==> src/rtl/counter_bcd_multi.sv <==
// Multi-digit synchronous BCD counter with load, terminal count and sticky wrap.
// Define BCD_DOWN_COUNT_EN to build the up/down variant; otherwise it counts up only.
module counter_bcd_multi #(
   parameter int NDIGITS = 4
) (
   input  logic                   clk,
   input  logic                   rst,
   input  logic                   en,
   input  logic                   up,
   input  logic                   load,
   input  logic [4*NDIGITS-1:0]   din,
   output logic [4*NDIGITS-1:0]   bcd,
   output logic                   tc,
   output logic                   wrap,
   output logic                   load_err
);

   localparam int W = 4 * NDIGITS;

   logic [W-1:0] nxt;
   logic [W-1:0] din_ok;
   logic [3:0]   dig;
   logic         carry;
   logic         all9;
   logic         term;
   logic         bad;

   always_comb begin
      all9   = 1'b1;
      bad    = 1'b0;
      din_ok = '0;
      for (int k = 0; k < NDIGITS; k++) begin
         all9 &= (bcd[4*k +: 4] == 4'd9);
         if (din[4*k +: 4] > 4'd9)
            bad = 1'b1;
         else
            din_ok[4*k +: 4] = din[4*k +: 4];
      end
   end

`ifdef BCD_DOWN_COUNT_EN
   logic all0;
   logic dn;

   assign dn = ~up;

   always_comb begin
      all0 = 1'b1;
      for (int k = 0; k < NDIGITS; k++)
         all0 &= (bcd[4*k +: 4] == 4'd0);
   end

   assign term = dn ? all0 : all9;
`else
   logic unused_up;

   assign unused_up = up;
   assign term      = all9;
`endif

   // Ripple carry/borrow: a digit moves only while every lower digit is at its limit
   always_comb begin
      nxt   = bcd;
      carry = 1'b1;
      dig   = 4'd0;
      for (int k = 0; k < NDIGITS; k++) begin
         dig = bcd[4*k +: 4];
         if (carry) begin
`ifdef BCD_DOWN_COUNT_EN
            if (dn) begin
               nxt[4*k +: 4] = (dig == 4'd0) ? 4'd9 : dig - 4'd1;
               carry         = (dig == 4'd0);
            end else
`endif
            begin
               nxt[4*k +: 4] = (dig == 4'd9) ? 4'd0 : dig + 4'd1;
               carry         = (dig == 4'd9);
            end
         end
      end
   end

   assign tc = en & term;

   always_ff @(posedge clk) begin
      if (rst) begin
         bcd      <= '0;
         wrap     <= 1'b0;
         load_err <= 1'b0;
      end else if (load) begin
         bcd      <= din_ok;
         wrap     <= 1'b0;
         load_err <= bad;
      end else begin
         load_err <= 1'b0;
         if (en) begin
            bcd <= nxt;
            if (term)
               wrap <= 1'b1;
         end
      end
   end

endmodule
==> config.mk <==
export PLATFORM = sky130hd
export DESIGN_NAME = counter_bcd_multi
export DESIGN_NICKNAME = d
export VERILOG_FILES = /design/src/rtl/counter_bcd_multi.sv
export SDC_FILE = /design/constraint.sdc
export NUM_CORES = 1
export LEC_CHECK = 0
export ABC_CLOCK_PERIOD_IN_PS = 2300
export CAP_MARGIN = 30
export CORE_ASPECT_RATIO = 1.4
export CORE_UTILIZATION = 45
export DETAILED_ROUTE_END_ITERATION = 6
export PLACE_DENSITY = 0.8
export SYNTH_ARGS = -nofsm -noshare
export SYNTH_HDL_FRONTEND = slang
export SYNTH_SLANG_ARGS = --single-unit
==> constraint.sdc <==
create_clock -name clk -period 2.3 [get_ports clk]
set_input_delay 0.69 -clock clk [delete_from_list [all_inputs] [get_ports clk]]
set_output_delay 0.69 -clock clk [all_outputs]
set_load 0.02 [all_outputs]
## Word level (Yosys, flattened, before mapping)

Index checks and enable logic that the tools add are counted.

| storage, ports and cells | value |
|---|---|
| input port bits | 21 |
| memories | 0 |
| RAM bits | 0 |
| latch bits | 0 |
| register bits | 18 |
| ROM bits | 0 |
| logic and storage cells | 52 |
| output and inout bits | 19 |

| operators by class | value |
|---|---|
| bitwise operators | 5 |
| eq/ne operators | 4 |
| shift operators | 0 |
| div/mod/pow operators | 0 |
| mux-type cells | 19 |
| $mul | 0 |
| $lt $le $gt $ge | 4 |
| reductions and logical operators | 10 |
| add/subtract/negate cells | 4 |

Operators by type and width:

| kind | count |
|---|---|
| 4-bit 2-to-1 mux | 11 |
| 16-bit 2-to-1 mux | 2 |
| 4-bit by 1-bit adder with 4-bit output, second input constant | 4 |
| 4-bit equality test, second input constant | 4 |
| 4-bit > comparator, second input constant | 4 |
| 2-bit AND reduction | 4 |
| 2-bit nonzero test | 4 |
| 1-bit 2-to-1 mux | 6 |
| 1-bit bitwise AND | 4 |
| 2-bit OR reduction | 2 |
| 1-bit NOT | 1 |

## Logic depth before layout (Yosys ltp)

Gate-level depths: netlist (run 1).

| logic depth | value |
|---|---|
| depth in word-level cells | 6 |
| gate-level depth with buffers | 5 |
| mapped depth without buffers | 4 |

## Worst setup path after synthesis (run 1)

No wires, ideal clock.

| timing path | value |
|---|---|
| kind | input to output |
| from | input port en |
| to | output port tc |
| arrival time | 1.757 ns |
| slack | -0.147 ns |
| stages on the path | 4 |
| buffers on the path | 1 |
| data required time | 1.610 ns |
| cell sequence | and2_1 clkbuf_1 nand4_1 nor4_1 |

| on the way | value |
|---|---|
| longest elaborated chain between the ends | 1 |

RTL lines:

| item | line | RTL |
|---|---|---|
| from (decl) | 8 | `input logic en,` |
| 1-bit bitwise AND | 83 | `assign tc = en & term;` |
| to (decl) | 13 | `output logic tc,` |

No other way between the ends.

## Worst setup path after layout (run 1)

| timing path | value |
|---|---|
| from | register bcd[7] |
| to | output port tc |

| on the way | value |
|---|---|
| longest elaborated chain between the ends | 5 |

RTL lines:

| item | line | RTL |
|---|---|---|
| from (decl) | 12 | `output logic [4*NDIGITS-1:0] bcd,` |
| from (signal assigned) | 91 | `bcd <= din_ok;` |
| from (signal assigned) | 97 | `bcd <= nxt;` |
| 4-bit equality test | 33 | `all9 &= (bcd[4*k +: 4] == 4'd9);` |
| 1-bit bitwise AND (3 in series) | 33 |  |
| 1-bit bitwise AND | 83 |  |

No other way between the ends.

==> metrics.yaml, run 1 <==
power_and_ir_drop:
  max-vdd-ir-drop_v: 0.000305
  p_per_area_nw_per_um2: 427
  finalPower_uw: 783
  leakage_nw: 0.671
global_route:
  grt_use_total: 0.297
  grtUsageMet1: 0.353
  grtUsageMet2: 0.557
  grt.met3_usage: 0.0260
  grt_start_max_net_pins: 15
  grt_overflow: 0
  grt_pass1_wl_mm: 6.03
  grt_pass1_vias: 1326
  antenna_found_initial: 0
  top_usage_layer: "met2"
clocking:
  clkTransAtPathRegs_ps: 110
  cts_hold_buffers: 0
  insertion_delay_ps: 300
  cts_inserted_buffers: 3
  cts.sinks: 18
  tritoncts: "built"
  root_buffer: "clkbuf_4"
  clk_path_buf_depth: 2
  cts_max_level: 1
hold_path:
  holdPathEnd: "wrap"
  holdPathStages: 2
  min_from: "wrap"
  hp-class: "register to register"
synthesis:
  synth.distinct_cells: 45
  yosysSeqAreaShare: 0.311
  syn_nets: 164
  synth_largest_area_cell: "dfxtp_1"
  synth_top_area_share: 0.311
  synth.avg_cell_area_um2: 8.09
  synth_warnings: 0
  synth_area_leaders: "dfxtp_1 (31%), a21oi_1 (5.2%), o21ai_0 (4.8%)"
  synth-async-reset-ratio: 0
  ys_seq_elements: 18
  syn-cell-area_um2: 1160
  synth_edf_count: 0
  synth_cells: 143
  ys.flop_type: "dfxtp_1"
floorplan:
  io_pins: 40
  core_area_um2: 2420
  die_w_um: 44.9
  dieArea_um2: 2780
  start_util: 0.479
  die_h_um: 62.0
  rows: 21
timing:
  finalCriticalPeriod_ps: 2290
  setup_viol: 0
  fin_hold_ws_ps: 495
  period_share: 0.994
  setup_slack_ps: 14.1
  worst_pin_slew_ps: 413
  hold_viol: 0
  max_slew_margin: 0.722
  slew_viol_final: 0
  finalSetupTns_ps: 0
  clock_skew_ps: 1.49
  rsz0062_at_grt: "yes"
  fmax_mhz: 437
worst_setup_path:
  cp-end-kind: "output port"
  arrival_ps: 1600
  r2r_slack_ps: 310
  crit_required_ps: 1610
  rr_endpoint: "bcd[15]"
  startpoint_type: "register"
  path_max_fanout: 2
  reg2reg_depth: 5
  crit_type: "register to output port"
  r2r_start: "bcd[2]"
placed_design:
  place_congestion: 0.841
  place_ws_ps: -619
  hpwl_mm: 2.84
  io_buffers: 38
  place_area_um2: 1770
layout:
  diodes: 0
  syn_to_final_growth_pct: 58.6
  fin_nets: 231
  drive_above_1_share: 0.220
  fillers: 194
  final_area_um2: 1840
job:
  drv_cap: 0
status:
  status: "finished, final reports clean"
routing:
  vias: 1359
  vias_per_cell: 5.59
  wire_per_inst_um: 15.3
  route.final.wire_length_mm: 3.71
  post-route-drc-count: 0
  drt_first_pass_iters: 4
  first_iter_violations: 50
  ant_nets: 0
[sequential cells by signal, summed over array words and instances, names as in the netlist]
name      count
bcd          16
load_err      1
wrap          1
[logic make-up (layout without fill, tap and decap cells)]
family,count (synthesis),after routing,share of synthesized area
simple gates,59,59,0.333
compound gates,42,42,0.236
flops,18,18,0.311
buf+inv,15,81,0.0487
xor+xnor,7,7,0.0530
mux,2,2,0.0184
[worst max-delay path by stage]
stage	from	to	slack [ps]	cells past startpoint
after floorplan	en	tc	70	4
after global placement	en	tc	-630	5
after detailed placement	en	tc	-620	5
after CTS	bcd[7]	tc	-110	5
after global routing	bcd[7]	tc	-90	5
final	bcd[7]	tc	10	5
[critical path, cell delays in order (launching register included)]
cell and delay [ps]:
dfxtp_2 340, or2b_1 240, and4bb_2 290, nand4_1 80
nor4_2 150, buf_4 180
[placed cells by master, fill, tap and decap left out, types with 5 or more instances in the layout]
cell             Yosys  final
a211oi_1             5      5
a21oi_1             12     12
buf_4                0     32
clkdlybuf4s50_1      0     36
dfxtp_1             18     17
inv_1                8      8
nand2_1              5      5
nand2b_1             5      5
nor2_1               7      7
nor2b_1              5      5
nor3_1               5      5
o21ai_0             11     11
xnor2_1              6      6
[per-layer routing]
layer  up-vias  wire length (um)
met1       633              1510
met4         0                53
li1        671                 -
met2        48              1950
met5         -                 0
met3         7               191
[report_power, final]
part           internal, mW  leakage, nW  total (mW)  switching, mW
logic                 0.127        0.502       0.240          0.113
registers             0.329        0.148       0.340         0.0111
clock network        0.0965       0.0210       0.203          0.107
total                 0.553        0.671       0.783          0.230
[per-stage QoR]
| stage | std cells | util |
|---|---|---|
| 6_report | 243 | 0.759 |
| 2_1_floorplan | 143 | - |
| 3_3_place_gp | 236 | 0.732 |
| 4_1_cts | 241 | 0.749 |
| 3_5_place_dp | 236 | 0.732 |
| 5_1_grt | 243 | 0.759 |
[Yosys cell counts (all sizes together), types with 5 or more instances]
| cell type | number |
|---|---|
| dfxtp | 18 |
| a21oi | 12 |
| o21ai | 11 |
| inv | 8 |
| clkbuf | 7 |
| nor2 | 7 |
| xnor2 | 6 |
| a211oi | 5 |
| nand2 | 5 |
| nand2b | 5 |
| nor2b | 5 |
| nor3 | 5 |
| nor4 | 5 |
[timing repair]
| action | CTS | global route |
|---|---|---|
| buffers inserted | 1 | 2 |
| pin swaps | 3 | 2 |
| gates resized for setup | 8 | 2 |
| setup endpoints to repair | 1 | 1 |
[area by class of cell]
| cell class | instances | area, um^2 | share of cell area |
|---|---|---|---|
| Inverter | 8 | 30.0 | 0.0164 |
| Multi-Input combinational cell | 110 | 756 | 0.412 |
| Clock buffer | 4 | 36.3 | 0.0198 |
| Sequential cell | 18 | 362 | 0.197 |
| Timing Repair Buffer | 69 | 609 | 0.332 |
| Tap cell | 34 | 42.5 | 0.0232 |
Power figures use the tool's default switching activity.
==> run 2, diff against run 1 <==
Settings changed: REMOVE_ABC_BUFFERS from default to 1, TNS_END_PERCENT from default to 20.
==> run 2 against run 1 <==
Net effect: worst setup slack worse by 69 ps; the run now ends with setup timing left; critical endpoint unchanged; cell count is 1.2% lower; largest power group unchanged; highest routed layer unchanged; combinational power is 3% lower; power is 6.5% lower; wire length is 9.1% lower.
==> metrics.yaml, run 2 (synthesis results as in run 1) <==
status:
  status: "finished, violations left"
  failed_checks: "setup timing"
clocking:
  cts_max_level: 1  # unchanged
  cts_inserted_buffers: 3  # unchanged
  clkTransAtPathRegs_ps: 100  # about the same
  root_buffer: "clkbuf_4"
  clk_path_buf_depth: 2  # unchanged
  tritoncts: "built"
  cts.sinks: 18  # unchanged
  insertion_delay_ps: 290  # about the same
floorplan:
  die_w_um: 44.9  # unchanged
  rows: 21  # unchanged
  core_area_um2: 2420  # unchanged
  dieArea_um2: 2780  # unchanged
  start_util: 0.479  # unchanged
  io_pins: 40  # unchanged
  die_h_um: 62.0  # unchanged
timing:
  hold_viol: 0  # unchanged
  clock_skew_ps: 1.12  # -0.372 ps
  period_share: 1.02  # +0.0300
  finalCriticalPeriod_ps: 2350  # +68.9 ps
  worst_pin_slew_ps: 392  # -20.9 ps
  setup_viol: 1  # +1
  fmax_mhz: 425  # -2.9%
  setup_slack_ps: -54.8  # -68.9 ps
  max_slew_margin: 0.736  # +0.0134
  slew_viol_final: 0  # unchanged
  finalSetupTns_ps: -54.8  # -54.8 ps
  rsz0062_at_grt: "yes"
  fin_hold_ws_ps: 511  # +15.4 ps
global_route:
  grt_use_total: 0.256  # -0.0409
  antenna_found_initial: 0  # unchanged
  grt_start_max_net_pins: 15  # unchanged
  grt_pass1_wl_mm: 5.25  # -13%
  grt_overflow: 0  # unchanged
  grt_pass1_vias: 1265  # -4.6%
worst_setup_path:
  path_max_fanout: 2  # unchanged
  crit_required_ps: 1610  # about the same
  r2r_start: "bcd[5]"
  cp-end-kind: "output port"
  crit_type: "register to output port"
  r2r_slack_ps: 400  # +90 ps
  rr_endpoint: "bcd[14]"
  slowest_stage: "dfxtp_2"
  crit_end: "tc"
  startpoint_type: "register"
  path_cells: "or2b_1 -> and4bb_2 -> nand4_1 -> nor4_2 -> buf_4"
  arrival_ps: 1660  # +60 ps
  reg2reg_depth: 5  # unchanged
  critPathLaunch: "bcd[7]"
  cpPeakStageDelay_ps: 330  # about the same
layout:
  final_util: 0.745  # -0.0145
  drive_above_1_share: 0.204  # -0.0162
  layout.cells.most_common_list: "clkdlybuf4s50_1 (36), buf_4 (30), dfxtp_1 (17)"
  largest_reg_flops: 16  # unchanged
  largest-register: "bcd"
  diodes: 0  # unchanged
  syn_to_final_growth_pct: 55.6
  reg_top3: "bcd (16), load_err (1), wrap (1)"
  final_common_cell: "clkdlybuf4s50_1"
  fin_cells: 240  # -1.2%
  fin_nets: 229  # -0.87%
placed_design:
  place_congestion: 0.899  # +6.9%
  io_buffers: 38  # unchanged
  hpwl_mm: 2.61  # -8.3%
  placedCellCount: 236  # unchanged
power_and_ir_drop:
  finalPower_uw: 732  # -6.5%
  leakage_nw: 0.653  # -2.7%
  max-vdd-ir-drop_v: 0.000272  # -11%
  p_per_area_nw_per_um2: 407  # -4.7%
routing:
  vias_per_cell: 5.72  # +2.3%
  vias: 1373  # +1.0%
  drt_first_pass_iters: 4  # unchanged
  ant_nets: 0  # unchanged
  route.final.wire_length_mm: 3.37  # -9.1%
  first_iter_violations: 44  # -12%
  wire_per_inst_um: 14.0  # -8.0%
  post-route-drc-count: 0  # unchanged
hold_path:
  hp-class: "register to register"
job:
  drv_cap: 0  # unchanged
run 2: worst min-delay path by stage:
| stage | slack (ps) | start | cells after the start | end |
|---|---|---|---|---|
| 2_1_floorplan | 580 | wrap | 2 | wrap |
| 3_3_place_gp | 460 | wrap | 2 | wrap |
| 3_5_place_dp | 490 | wrap | 2 | wrap |
| 4_1_cts | 510 | wrap | 2 | wrap |
| 5_1_grt | 550 | wrap | 2 | wrap |
| 6_report | 510 | wrap | 2 | wrap |
run 2: critical path, delay by kind of cell, from the launching register on:
family / cells / cell delay, ps
buf+inv: 1 / 200
simple gates: 4 / 840
flops: 1 / 330
run 2: per-stage QoR:
| stage | cell area [um^2] | setup slack, ps |
|---|---|---|
| after floorplan | 1130 | -373 |
| after global placement | 1760 | -696 |
| after detailed placement | 1760 | -706 |
| after CTS | 1800 | -171 |
| after global routing | 1800 | -77.1 |
| final | 1800 | -54.8 |
run 2: power by group:
part | internal, mW | switching, mW | total [mW] | leakage, nW
clock | 0.0610 | 0.0992 | 0.160 | 0.0138
sequential | 0.329 | 0.0100 | 0.339 | 0.148
combinational | 0.124 | 0.110 | 0.233 | 0.491
total | 0.514 | 0.219 | 0.732 | 0.653
run 2: final cells by class:
type                       count  area, um^2
clock buffer                   3        22.5
fill                         199         617
inverter                       8        30.0
multi-input combinational    110         749
sequential                    18         362
tap                           34        42.5
timing repair buffer          67         594
run 2: timing repair:
item	4_1_cts	5_1_grt
pin swaps	3	3
endpoints found under the setup margin	1	1
gates resized for setup	10	0
setup buffers	1	0
hold buffers	0	0
run 2: metal layers:
layer	up-vias	share of wire	track usage
li1	668	-	-
met2	40	0.53	0.473
met5	-	0	0
met3	8	0.029	0.0202
met1	657	0.42	0.291
met4	0	0.024	0.134
